## config.mk

```make
export PLATFORM = sky130hd
export DESIGN_NAME = spi_slave_flat
export DESIGN_NICKNAME = d
export VERILOG_FILES = /design/src/rtl/spi_pkg.sv /design/src/rtl/spi_slave_if.sv /design/src/rtl/spi_sync.sv /design/src/rtl/spi_slave.sv /design/src/flat_wrapper.sv
export SDC_FILE = /design/constraint.sdc
export NUM_CORES = 1
export LEC_CHECK = 0
export BUFFER_PORTS_ARGS = -buffer_cell sky130_fd_sc_hd__buf_2
export CAP_MARGIN = 25
export CORE_MARGIN = 2
export CORE_UTILIZATION = 40
export CTS_CLUSTER_SIZE = 40
export DETAILED_ROUTE_END_ITERATION = 8
export PLACE_DENSITY = 0.64
export REMOVE_ABC_BUFFERS = 1
export SYNTH_ARGS = -nofsm -noshare
export SYNTH_HDL_FRONTEND = slang
export SYNTH_SLANG_ARGS = --single-unit
export TNS_END_PERCENT = 30
```

## constraint.sdc

```tcl
create_clock -name clk -period 2.35 [get_ports clk]
set_input_delay 0.3525 -clock clk [delete_from_list [all_inputs] [get_ports clk]]
set_output_delay 0.3525 -clock clk [all_outputs]
set_load 0.05 [all_outputs]
```

## src/rtl/spi_pkg.sv

```systemverilog
// -----------------------------------------------------------------------------
// spi_pkg
// Shared definitions for the SPI slave (and its companion SPI master):
//   SPI_DATA_W      - default frame width in bits
//   SPI_SYNC_STAGES - default depth of the input synchronisers
//   spi_state_e     - two-state link FSM encoding (IDLE, ACTIVE)
// -----------------------------------------------------------------------------
package spi_pkg;

    localparam int SPI_DATA_W      = 8;
    localparam int SPI_SYNC_STAGES = 2;

    typedef enum logic {
        IDLE   = 1'b0,
        ACTIVE = 1'b1
    } spi_state_e;

endpackage : spi_pkg

```

## src/rtl/spi_slave_if.sv

```systemverilog
// -----------------------------------------------------------------------------
// spi_slave_if
// The four SPI pins between a master and a slave.
//   sclk  - serial clock, driven by the master (idles low, mode 0)
//   mosi  - master-out / slave-in data, MSB first
//   cs_n  - active-low chip select, driven by the master
//   miso  - master-in / slave-out data, MSB first, driven by the slave
// Modports:
//   master - drives sclk/mosi/cs_n, reads miso
//   slave  - reads sclk/mosi/cs_n, drives miso
// -----------------------------------------------------------------------------
interface spi_slave_if;

    logic sclk;
    logic mosi;
    logic cs_n;
    logic miso;

    modport master (
        output sclk,
        output mosi,
        output cs_n,
        input  miso
    );

    modport slave (
        input  sclk,
        input  mosi,
        input  cs_n,
        output miso
    );

endinterface : spi_slave_if

```

## src/rtl/spi_sync.sv

```systemverilog
// -----------------------------------------------------------------------------
// spi_sync
// Multi-flop synchroniser for one asynchronous single-bit input.
// Parameters:
//   STAGES  - number of flops in the chain (>= 2)
//   RST_VAL - value loaded into every flop on reset
// Ports:
//   clk     - destination clock
//   reset_n - asynchronous active-low reset
//   d       - asynchronous input
//   q       - synchronised output (last flop of the chain)
// -----------------------------------------------------------------------------
module spi_sync #(
    parameter int   STAGES  = 2,
    parameter logic RST_VAL = 1'b0
) (
    input  logic clk,
    input  logic reset_n,
    input  logic d,
    output logic q
);

    logic [STAGES-1:0] chain_q;

    always_ff @(posedge clk or negedge reset_n) begin
        if (!reset_n) begin
            chain_q <= {STAGES{RST_VAL}};
        end else begin
            chain_q <= {chain_q[STAGES-2:0], d};
        end
    end

    assign q = chain_q[STAGES-1];

endmodule : spi_sync

```

## src/rtl/spi_slave.sv

```systemverilog
// -----------------------------------------------------------------------------
// spi_slave
// Mode-0 SPI slave oversampled by the system clock. The SPI pins are
// synchronised into clk, edges are detected on the synchronised copies and a
// two-state FSM (IDLE/ACTIVE) frames the transfer on cs_n.
// Parameters:
//   DATA_W      - frame width in bits (8)
//   SYNC_STAGES - synchroniser depth per SPI input (>= 2)
// Ports:
//   clk      - system clock, rising edge
//   reset_n  - asynchronous active-low reset
//   spi      - SPI pins (slave modport): sclk, mosi, cs_n in; miso out
//   tx_data  - byte returned to the master on the next frame
//   tx_load  - one-cycle strobe capturing tx_data into the transmit buffer
//   rx_data  - last complete received byte, held until the next frame ends
//   rx_valid - one-cycle pulse when rx_data updates
//   busy     - high while selected (state ACTIVE)
// -----------------------------------------------------------------------------
module spi_slave
    import spi_pkg::*;
#(
    parameter int DATA_W      = SPI_DATA_W,
    parameter int SYNC_STAGES = SPI_SYNC_STAGES
) (
    input  logic              clk,
    input  logic              reset_n,
    spi_slave_if.slave        spi,
    input  logic [DATA_W-1:0] tx_data,
    input  logic              tx_load,
    output logic [DATA_W-1:0] rx_data,
    output logic              rx_valid,
    output logic              busy
);

    localparam int CNT_W = (DATA_W > 1) ? $clog2(DATA_W) : 1;
    localparam logic [CNT_W-1:0] LAST_BIT = CNT_W'(DATA_W - 1);

    // ---- stage p0: synchronisers ----
    logic sclk_s;
    logic mosi_s;
    logic cs_s;

    spi_sync #(.STAGES(SYNC_STAGES), .RST_VAL(1'b0)) u_sync_sclk (
        .clk     (clk),
        .reset_n (reset_n),
        .d       (spi.sclk),
        .q       (sclk_s)
    );

    spi_sync #(.STAGES(SYNC_STAGES), .RST_VAL(1'b0)) u_sync_mosi (
        .clk     (clk),
        .reset_n (reset_n),
        .d       (spi.mosi),
        .q       (mosi_s)
    );

    // cs_n resets high so an idle bus does not look selected.
    spi_sync #(.STAGES(SYNC_STAGES), .RST_VAL(1'b1)) u_sync_cs (
        .clk     (clk),
        .reset_n (reset_n),
        .d       (spi.cs_n),
        .q       (cs_s)
    );

    // ---- stage p1: edge detection ----
    logic                 sclk_s_p1;
    logic                 cs_s_p1;
    // Fills with ones after reset; the cs_n synchroniser holds its reset value
    // until the whole chain has seen real pin samples. A cs_n held low across
    // reset release would otherwise look like a fresh falling edge.
    logic [SYNC_STAGES:0] sync_ready_q;

    always_ff @(posedge clk or negedge reset_n) begin
        if (!reset_n) begin
            sclk_s_p1    <= 1'b0;
            cs_s_p1      <= 1'b1;
            sync_ready_q <= '0;
        end else begin
            sclk_s_p1    <= sclk_s;
            cs_s_p1      <= cs_s;
            sync_ready_q <= {sync_ready_q[SYNC_STAGES-1:0], 1'b1};
        end
    end

    logic sclk_rise;
    logic sclk_fall;
    logic cs_fall;
    logic cs_rise;

    assign sclk_rise = sclk_s & ~sclk_s_p1;
    assign sclk_fall = ~sclk_s & sclk_s_p1;
    assign cs_fall   = ~cs_s & cs_s_p1 & sync_ready_q[SYNC_STAGES];
    assign cs_rise   = cs_s & ~cs_s_p1;

    // ---- FSM ----
    spi_state_e state_q;
    spi_state_e state_d;

    always_comb begin
        state_d = state_q;
        unique case (state_q)
            IDLE:    if (cs_fall) state_d = ACTIVE;
            ACTIVE:  if (cs_rise) state_d = IDLE;
            default: state_d = IDLE;
        endcase
    end

    // ---- stage p2: shift registers and outputs ----
    logic [DATA_W-1:0] tx_buf;
    logic [DATA_W-1:0] tx_buf_nxt;
    logic [DATA_W-1:0] tx_sr;
    logic [DATA_W-1:0] rx_sr;
    logic [DATA_W-1:0] rx_shift;
    logic [CNT_W-1:0]  bit_cnt;

    // A load in the same cycle as a frame (re)start wins over the old buffer.
    assign tx_buf_nxt = tx_load ? tx_data : tx_buf;
    assign rx_shift   = {rx_sr[DATA_W-2:0], mosi_s};

    always_ff @(posedge clk or negedge reset_n) begin
        if (!reset_n) begin
            state_q  <= IDLE;
            tx_buf   <= '0;
            tx_sr    <= '0;
            rx_sr    <= '0;
            bit_cnt  <= '0;
            rx_data  <= '0;
            rx_valid <= 1'b0;
        end else begin
            state_q  <= state_d;
            tx_buf   <= tx_buf_nxt;
            rx_valid <= 1'b0;

            if (state_q == IDLE) begin
                if (cs_fall) begin
                    bit_cnt <= '0;
                    rx_sr   <= '0;
                    tx_sr   <= tx_buf_nxt;
                end
            end else if (cs_rise) begin
                // Deselect: abandon any partial frame.
                bit_cnt <= '0;
                rx_sr   <= '0;
                tx_sr   <= '0;
            end else begin
                if (sclk_rise) begin
                    rx_sr <= rx_shift;
                    if (bit_cnt == LAST_BIT) begin
                        bit_cnt  <= '0;
                        rx_data  <= rx_shift;
                        rx_valid <= 1'b1;
                    end else begin
                        bit_cnt <= bit_cnt + 1'b1;
                    end
                end
                if (sclk_fall) begin
                    // Counter at zero on a falling edge means a frame just
                    // completed: start the next one from the buffer.
                    if (bit_cnt == '0) begin
                        tx_sr <= tx_buf_nxt;
                    end else begin
                        tx_sr <= {tx_sr[DATA_W-2:0], 1'b0};
                    end
                end
            end
        end
    end

    assign busy     = (state_q == ACTIVE);
    assign spi.miso = busy & tx_sr[DATA_W-1];

endmodule : spi_slave

```

## src/flat_wrapper.sv

```systemverilog
// flat-port wrapper written by rule: the top's interface ports become plain ports
module spi_slave_flat import spi_pkg::*;
#(
    parameter int DATA_W      = SPI_DATA_W,
    parameter int SYNC_STAGES = SPI_SYNC_STAGES
)
  (clk, reset_n, tx_data, tx_load, rx_data, rx_valid, busy, spi_sclk, spi_mosi, spi_cs_n, spi_miso);
  spi_slave_if spi_i ();
  input  logic clk;
  input  logic reset_n;
  input  logic [DATA_W-1:0] tx_data;
  input  logic tx_load;
  output logic [DATA_W-1:0] rx_data;
  output logic rx_valid;
  output logic busy;
  input wire logic [$bits(spi_i.sclk)-1:0] spi_sclk;
  input wire logic [$bits(spi_i.mosi)-1:0] spi_mosi;
  input wire logic [$bits(spi_i.cs_n)-1:0] spi_cs_n;
  output wire logic [$bits(spi_i.miso)-1:0] spi_miso;
  assign spi_i.sclk = spi_sclk;
  assign spi_i.mosi = spi_mosi;
  assign spi_i.cs_n = spi_cs_n;
  assign spi_miso = spi_i.miso;
  spi_slave #(.DATA_W(DATA_W), .SYNC_STAGES(SYNC_STAGES)) u_core (.clk(clk), .reset_n(reset_n), .spi(spi_i), .tx_data(tx_data), .tx_load(tx_load), .rx_data(rx_data), .rx_valid(rx_valid), .busy(busy));
endmodule
```

; After elaboration in Yosys (flattened, before gate mapping)
; Index checks and enable logic that the tools add are counted.
[word_totals]
mem_count = 0
romBits = 0
regBits = 47
ram_bits = 0
latch_bits = 0
[op_classes]
shifts = 0
n_div = 0
n_bitwise = 12
muxes = 22
n_eq_ne = 3
n_mul = 0
addsub = 1
order_cmp = 0
n_reduce_logical = 5
[ops]
columns = operator, count
row1 = $mux 8, 6
row2 = $mux 7, 4
row3 = $mux 3, 5
row4 = $and 1x1->1, 6
row5 = $mux 1, 6
row6 = $ne 3x1->1 const B, 2
row7 = $not 1->1, 6
row8 = $reduce_and 2->1, 2
row9 = $reduce_and 4->1, 1
row10 = $add 3x1->3 const B, 1
row11 = $eq 3x3->1 const B, 1
row12 = $logic_not 3->1, 1
row13 = $pmux 1 s2, 1
row14 = $reduce_bool 2->1, 1

; Depth between registers and ports, before layout
; Gate-level depths: netlist of the first run.
[logic_depth]
word_depth = 5
ltp_mapped = 6

; Modules after synthesis
; Synthesis of the first run repeated with hierarchy kept, for this count alone.
[hier_totals]
hier_cells = 146
hier_area_um2 = 1979.4
[by_module_without_submodules]
columns = module, n_inst, area_per_inst_um2, seq_area_each_um2, cells_each
row1 = spi_slave, 1, 1826.8, 1027.2, 140
row2 = spi_sync at u_core.u_sync_mosi ..., 2, 50.0, 50.0, 2
row3 = spi_sync at u_core.u_sync_cs, 1, 52.6, 52.6, 2

; Worst setup path after synthesis of the first run
; Ideal clock, no wire load.
[synth_path]
path_kind = register to output
from = reg u_core.state_q, in the netlist u_core.busy
to = out spi_miso
arrival_time_ps = 1571
required_ps = 1997
path_stages_with_launch = 4
setup_slack_ps = 427
path_cell_list = dfrtp_1 -> buf_4 -> clkbuf_1 -> and2_1
[synth_between]
elab_chain_cells = 1
[synth_rtl]
columns = element, line
row1 = "start, declared", spi_slave.sv:96  ; spi_state_e state_q;
row2 = "start signal, assigned", spi_slave.sv:130  ; state_q <= state_d;
row3 = $and 1x1->1, spi_slave.sv:170  ; assign spi.miso = busy & tx_sr[DATA_W-1];
row4 = "end, declared", flat_wrapper.sv:19  ; output wire logic [$bits(spi_i.miso)-1:0] spi_miso;
; No other way between the ends.

; Final worst setup path of the first run
[layout_path]
from = reg u_core.cs_s_p1
to = reg u_core.rx_data[1]
[layout_between]
elab_chain_cells = 4
[layout_rtl]
columns = element, line
row1 = "start, declared", spi_slave.sv:67  ; logic cs_s_p1;
row2 = "start signal, assigned", spi_slave.sv:80  ; cs_s_p1 <= cs_s;
row3 = $not 1->1, spi_slave.sv:93  ; assign cs_rise = cs_s & ~cs_s_p1;
row4 = $and 1x1->1, spi_slave.sv:93
row5 = $not 1->1 (no source line), --
row6 = $reduce_and 4->1 (no source line), --
row7 = "end signal, assigned", spi_slave.sv:150  ; rx_data <= rx_shift;
row8 = "end, declared", spi_slave.sv:30  ; output logic [DATA_W-1:0] rx_data,
; No other way between the ends.
; A chain may end at the register's enable or synchronous reset.

==> results of run 1 <==
## sequential cells by signal, indices dropped and copies added, names as in the netlist
register / cells
u_core.rx_data: 8
u_core.sync_ready_q: 3
u_core.tx_buf: 8
u_core.tx_sr: 8
u_core.rx_sr: 7
u_core.u_sync_mosi.chain_q: 2
u_core.sclk_s_p1: 1
u_core.busy: 1
u_core.bit_cnt: 3
u_core.rx_valid: 1
u_core.u_sync_sclk.chain_q: 2
u_core.u_sync_cs.chain_q: 2
u_core.cs_s_p1: 1
## cells by family (layout without fill, tap and decap cells)
group,after synthesis,in the layout,share of synthesized area [%]
flops,47,47,61.9
simple gates,36,36,11.0
mux,23,23,13.1
compound gates,19,19,7.87
buf+inv,18,48,3.94
fa+ha+maj,3,3,1.97
other cells,1,1,0.197
## synthesized netlist by cell type
| cell | number | area [sq um] |
|---|---|---|
| dfrtp_1 | 44 | 1100 |
| mux2_2 | 16 | 180 |
| inv_1 | 13 | 48.8 |
| nand2_1 | 10 | 37.5 |
| nand4_1 | 9 | 56.3 |
| mux2i_1 | 7 | 70.1 |
| nand3_1 | 7 | 35.0 |
| o2bb2ai_1 | 7 | 61.3 |
| o21ai_0 | 5 | 25.0 |
| buf_2 | 3 | 15.0 |
| dfstp_2 | 3 | 78.8 |
| ha_1 | 3 | 37.5 |
| a21oi_2 | 2 | 17.5 |
| nor2_1 | 2 | 7.51 |
| nor2b_1 | 2 | 12.5 |
| a21boi_1 | 1 | 7.51 |
| a21oi_1 | 1 | 5.00 |
| and2_1 | 1 | 6.26 |
| and2b_4 | 1 | 10.0 |
| buf_4 | 1 | 7.51 |
| clkbuf_1 | 1 | 3.75 |
| conb_1 | 1 | 3.75 |
| nand2b_1 | 1 | 6.26 |
| nand3_2 | 1 | 10.0 |
| nand4_2 | 1 | 12.5 |
| nor3_4 | 1 | 16.3 |
| o21ai_2 | 1 | 8.76 |
| o21ai_4 | 1 | 16.3 |
| o41ai_1 | 1 | 8.76 |
## layout by cell type, fill, tap and decap left out
cell type   n
nand2b_1    1
dfstp_2     3
nand3_1     7
o21ai_4     1
a21oi_2     2
mux2i_1     7
bufinv_16   1
clkinv_2    1
o21ai_2     1
o41ai_1     1
a21boi_1    1
mux2_2     16
inv_1      13
nor2_1      2
nand2_1    10
nand4_1     9
and2b_4     1
and2_1      1
clkbuf_8    6
a21oi_1     1
conb_1      1
dfrtp_1    44
buf_4       3
o21ai_0     5
nand4_2     1
nor2b_1     2
nand3_2     1
buf_2      24
ha_1        3
nor3_4      1
o2bb2ai_1   7
## routing by layer
metal / GRT usage [%] / part of all wire, % / up-vias
li1: - / - / 568
met1: 17.0 / 43 / 610
met2: 22.5 / 51 / 26
met3: 4.97 / 4.3 / 4
met4: 5.76 / 1.1 / 0
met5: 0 / 0 / -
## where the power goes
| group | switching [mW] | leakage (nW) | internal [mW] |
|---|---|---|---|
| sequential | 0.0529 | 0.591 | 0.907 |
| clock | 0.255 | 0.0612 | 0.344 |
| combinational | 0.160 | 0.461 | 0.118 |
| total | 0.468 | 1.11 | 1.37 |
## metrics by stage
step           area [sq um]  std cells  power (mW)  hold slack (ns)
6_report               2210        231        1.84            0.123
5_1_grt                2210        231        1.94            0.133
4_1_cts                2210        231        1.86            0.139
3_5_place_dp           2090        223        1.26            0.340
3_3_place_gp           2090        223        1.24            0.333
2_1_floorplan          1880        142        1.16           0.0569
## path summary, 6_finish.rpt
check,endpoint,slack [ns],cells after the start,start
worst max-delay path,u_core.rx_data[1],0.49,3,u_core.cs_s_p1
max in group asynchronous,u_core.u_sync_cs.chain_q[0],1.83,2,reset_n
worst min-delay path,u_core.rx_data[4],0.12,2,reset_n
min in group clk,u_core.u_sync_cs.chain_q[0],0.15,1,spi_cs_n
worst min register to register,u_core.u_sync_cs.chain_q[1],0.36,0,u_core.u_sync_cs.chain_q[0]
worst max register to register,u_core.rx_data[1],0.49,3,u_core.cs_s_p1
## worst reg2reg max path, cell delays in order, from the launching register on
cell	delay [ns]
dfstp_2	0.57
nand2b_1	0.44
nand4_2	0.36
mux2_2	0.38
## layout make-up
| class | instances | area (sq um) |
|---|---|---|
| Multi-Input combinational cell | 82 | 652 |
| Clock buffer | 6 | 82.6 |
| Clock inverter | 2 | 35.0 |
| Tap cell | 54 | 67.6 |
| Timing Repair Buffer | 27 | 143 |
| Fill cell | 415 | 2450 |
| Sequential cell | 47 | 1180 |
| Inverter | 13 | 48.8 |
==> results.yml, run 1 <==
run_status:
  status: "finished, final reports clean"
hold_path:
  hp-class: "input port to async pin"
worst_setup_path:
  required_ns: 2.53
  path_class: "flop to flop"
  crit_fanout: 12
  arrival_ns: 2.03
  end_kind: "flop"
  path_delay_family: "simple AND/OR/NAND/NOR gates"
  worstPathCellList: "nand2b_1 > nand4_2 > mux2_2"
  cp_slowest_stage_delay_ns: 0.57
  cp.buffers_inverters: 0
  slowest_stage: "dfstp_2"
  start_kind: "flop"
sta:
  relSlewSlack_pct: 62.1
  finalCriticalPeriod_ns: 1.86
  rsz0062_at_grt: "no"
  fin_skew_ns: 0.00825
  setup_violations: 0
  worst_pin_slew_ns: 0.569
  tns_ns: 0
  period_share_pct: 79.0
  hold_violations: 0
  drv_slew: 0
  fmax_mhz: 539
  fin_ws_ns: 0.494
clock_tree:
  clock_path_buffers: 2
  clock_sinks: 47
  insertion_delay_ns: 0.30
  numCtsBuffers: 5
  cts_tree: "done"
  cts-root-buf: "clkbuf_8"
  cts_hold_buf: 0
  clkTransAtPathRegs_ns: 0.09
  cts.repair.resized: 0
  htreeDepth: 2
  post_cts_buffers: 0
floorplanning:
  pin_count: 25
  die-area_sq_mm: 0.00534
  die_y_um: 73.0
  die_w_um: 73.0
  placementRows: 25
  initial_core_util_pct: 40.9
  fp.coreArea_sq_mm: 0.00466
logic_synthesis:
  netlist_area_sq_mm: 0.00191
  synth_seq_cells: 47
  synth_warnings: 0
  synthCells: 147
  yosysUniqueCellTypes: 29
  synth-seq-area-share_pct: 61.9
  avgSynthCellArea_sq_um: 13.0
drt:
  wl_per_cell_um: 14.1
  vias_per_cell: 5.23
  drtIter0Drc: 106
  wl_um: 3270
  drtAntennaViolNets: 0
  dr.pass1.iters: 4
  drc_errors: 0
  route.vias.total: 1208
placement:
  pre_cts_slack_ns: 0.496
  portBuffers: 24
  gp_congestion: 0.762
  dp_hpwl_um: 2310
run:
  max-cap-violations: 0
power_and_ir_drop:
  leakage_nw: 1.11
  peakVddDrop_uv: 305
  cellPowerDensity_mw_per_mm2: 831
cells_and_area:
  drive_gt1_share_pct: 35.0
  num_antenna_cells: 0
  syn2layout_area_growth_pct: 15.8
  final_util_pct: 47.4
  nets: 193
grt:
  grt_pass1_vias: 1238
  grt_max_degree: 48
  grt_pass1_wl_um: 5600
  gr-usage-all-layers_pct: 14.0
  antenna_found_initial: 0
  grt-ovfl-total: 0
(Power assumes the default switching activity.)
==> inputs of run 2 (changes only) <==
Settings changed: PLACE_DENSITY 0.64 to 0.66.
Clock period 2.35 ns to 1.5 ns, I/O delays scaled along.
==> run 2 against run 1 <==
Effect of this change: the flow now finishes with violations (setup timing); maximum frequency is 18% higher; combinational power rose by 110%; critical path depth rose by 2; clock power is 39% higher; setup slack worse by 0.57 ns; final cell count up 4.8%; sequential power increased by 58%; clock skew barely moved; wire length up 5.6%; critical endpoint is now u_core.tx_sr[3].
==> results.yml, run 2 (same netlist as run 1, synthesis figures left out) <==
run_status:
  status: "complete, but fails checks"
  violations: "setup timing"
worst_setup_path:
  arrival_ns: 1.81
  required_ns: 1.74
  start_kind: "flop"
  cp_slowest_stage_delay_ns: 0.54
  end_kind: "flop"
  path_class: "flop to flop"
  slowest_stage: "dfstp_2"
  worstPathCellList: "and2b_4 > buf_4 > nor3_4 > o2bb2ai_1 > mux2_4"
  crit_fanout: 7
floorplanning:
  pin_count: 25
  die-area_sq_mm: 0.00534
  placementRows: 25
  initial_core_util_pct: 40.9
  fp.coreArea_sq_mm: 0.00466
  die_y_um: 73.0
  die_w_um: 73.0
power_and_ir_drop:
  power_frac_clock_pct: 28.5
  peakVddDrop_uv: 564
  cellPowerDensity_mw_per_mm2: 1230
  power_frac_seq_pct: 51.9
  swShare_pct: 27.1
  intPower_mw: 2.13
  leakage_nw: 1.19
  p_switching_mw: 0.793
  pwr-share-comb_pct: 19.6
sta:
  period_share_pct: 105
  rsz0062_at_grt: "yes"
  tns_ns: -0.285
  finalCriticalPeriod_ns: 1.57
  hold_violations: 0
  fin_ws_ns: -0.0729
  drv_slew: 0
  fmax_mhz: 636
  setup_violations: 8
  fin_skew_ns: 0.00842
clock_tree:
  clock_sinks: 47
  cts_tree: "done"
  insertion_delay_ns: 0.30
  cts-root-buf: "clkbuf_8"
  clock_path_buffers: 2
  htreeDepth: 2
  clkTransAtPathRegs_ns: 0.08
  numCtsBuffers: 5
grt:
  grt-ovfl-total: 0
  grt_pass1_wl_um: 5990
  gr-usage-all-layers_pct: 14.8
  grt_max_degree: 48
  grt_pass1_vias: 1260
  antenna_found_initial: 0
placement:
  place_area_sq_mm: 0.00216
  gp_congestion: 0.750
  dp_hpwl_um: 2340
  portBuffers: 24
hold_path:
  hp-class: "input port to flop"
drt:
  vias_per_cell: 5.09
  wl_um: 3450
  route.vias.total: 1232
  wl_met1_um: 1460
  drc_errors: 0
  drtIter0Drc: 128
  wl_per_cell_um: 14.3
  drtAntennaViolNets: 0
  dr.pass1.iters: 4
  maxUsedRoutingLayer: "met4"
  dr_wl_met2_um: 1770
  dr_wl_met3_um: 161
cells_and_area:
  top_regs: "u_core.rx_data x8, u_core.tx_buf x8, u_core.tx_sr x8"
  final_util_pct: 51.1
  layout_common_cells: "dfrtp_1 (43), buf_2 (23), inv_1 (13)"
  nets: 204
  drive_gt1_share_pct: 41.5
  fillers: 409
  final_area_sq_mm: 0.00238
  syn2layout_area_growth_pct: 24.9
  num_antenna_cells: 0
  final_common_cell: "dfrtp_1"
run:
  max-cap-violations: 0
run 2: per-layer routing:
| metal | GRT usage (%) | up-vias |
|---|---|---|
| met4 | 5.97 | 0 |
| met2 | 24.0 | 28 |
| met5 | 0 | - |
| met3 | 4.70 | 8 |
| li1 | - | 587 |
| met1 | 18.2 | 609 |
run 2: final timing paths:
| kind | startpoint | endpoint | slack (ns) | depth (start not counted) |
|---|---|---|---|---|
| min in group asynchronous | reset_n | u_core.u_sync_mosi.chain_q[0] | 0.42 | 3 |
| min reg2reg | u_core.sync_ready_q[1] | u_core.sync_ready_q[2] | 0.35 | 0 |
| max in group asynchronous | reset_n | u_core.cs_s_p1 | 0.79 | 3 |
| min | spi_cs_n | u_core.u_sync_cs.chain_q[0] | 0.02 | 1 |
| max reg2reg | u_core.cs_s_p1 | u_core.tx_sr[3] | -0.07 | 5 |
| max | u_core.cs_s_p1 | u_core.tx_sr[3] | -0.07 | 5 |
run 2: worst max-delay path: cells and delay by family (launching register included):
kind,cells,cell delay [ns]
flops,1,0.54
simple gates,2,0.49
compound gates,1,0.18
mux,1,0.18
buf+inv,1,0.14
run 2: power groups by stage:
stage               logic, mW  registers [mW]  clock network (mW)
finish                  0.572            1.52               0.833
detailed placement      0.463            1.53                   0
global route            0.628            1.53               0.920
floorplan               0.292            1.52                   0
global placement        0.435            1.52                   0
CTS                     0.527            1.51               0.869
run 2: repair_timing:
action                     in CTS  in global routing
hold buffers                    1                  0
setup endpoints to repair      17                 21
pin swaps                       3                  3
resized for setup               7                 12
hold endpoints to repair       44                  0
buffers inserted                2                  2
run 2: final cells by class:
class / count / area, sq um / area share, %
Sequential cell: 47 / 1180 / 49.6
Clock inverter: 1 / 7.51 / 0.315
Multi-Input combinational cell: 82 / 714 / 30.0
Tap cell: 54 / 67.6 / 2.84
Clock buffer: 7 / 96.3 / 4.04
Timing Repair Buffer: 38 / 267 / 11.2
Inverter: 13 / 48.8 / 2.05
run 2: per-stage QoR:
step | hold slack, ns | instances | power (mW) | setup slack, ns
6_report | 0.0190 | 242 | 2.92 | -0.0729
5_1_grt | 0.00446 | 242 | 3.08 | -0.142
4_1_cts | 0.00422 | 241 | 2.91 | -0.0484
3_5_place_dp | 0.227 | 230 | 1.99 | -0.130
3_3_place_gp | 0.220 | 230 | 1.95 | -0.0317
2_1_floorplan | -0.0706 | 142 | 1.82 | -0.438
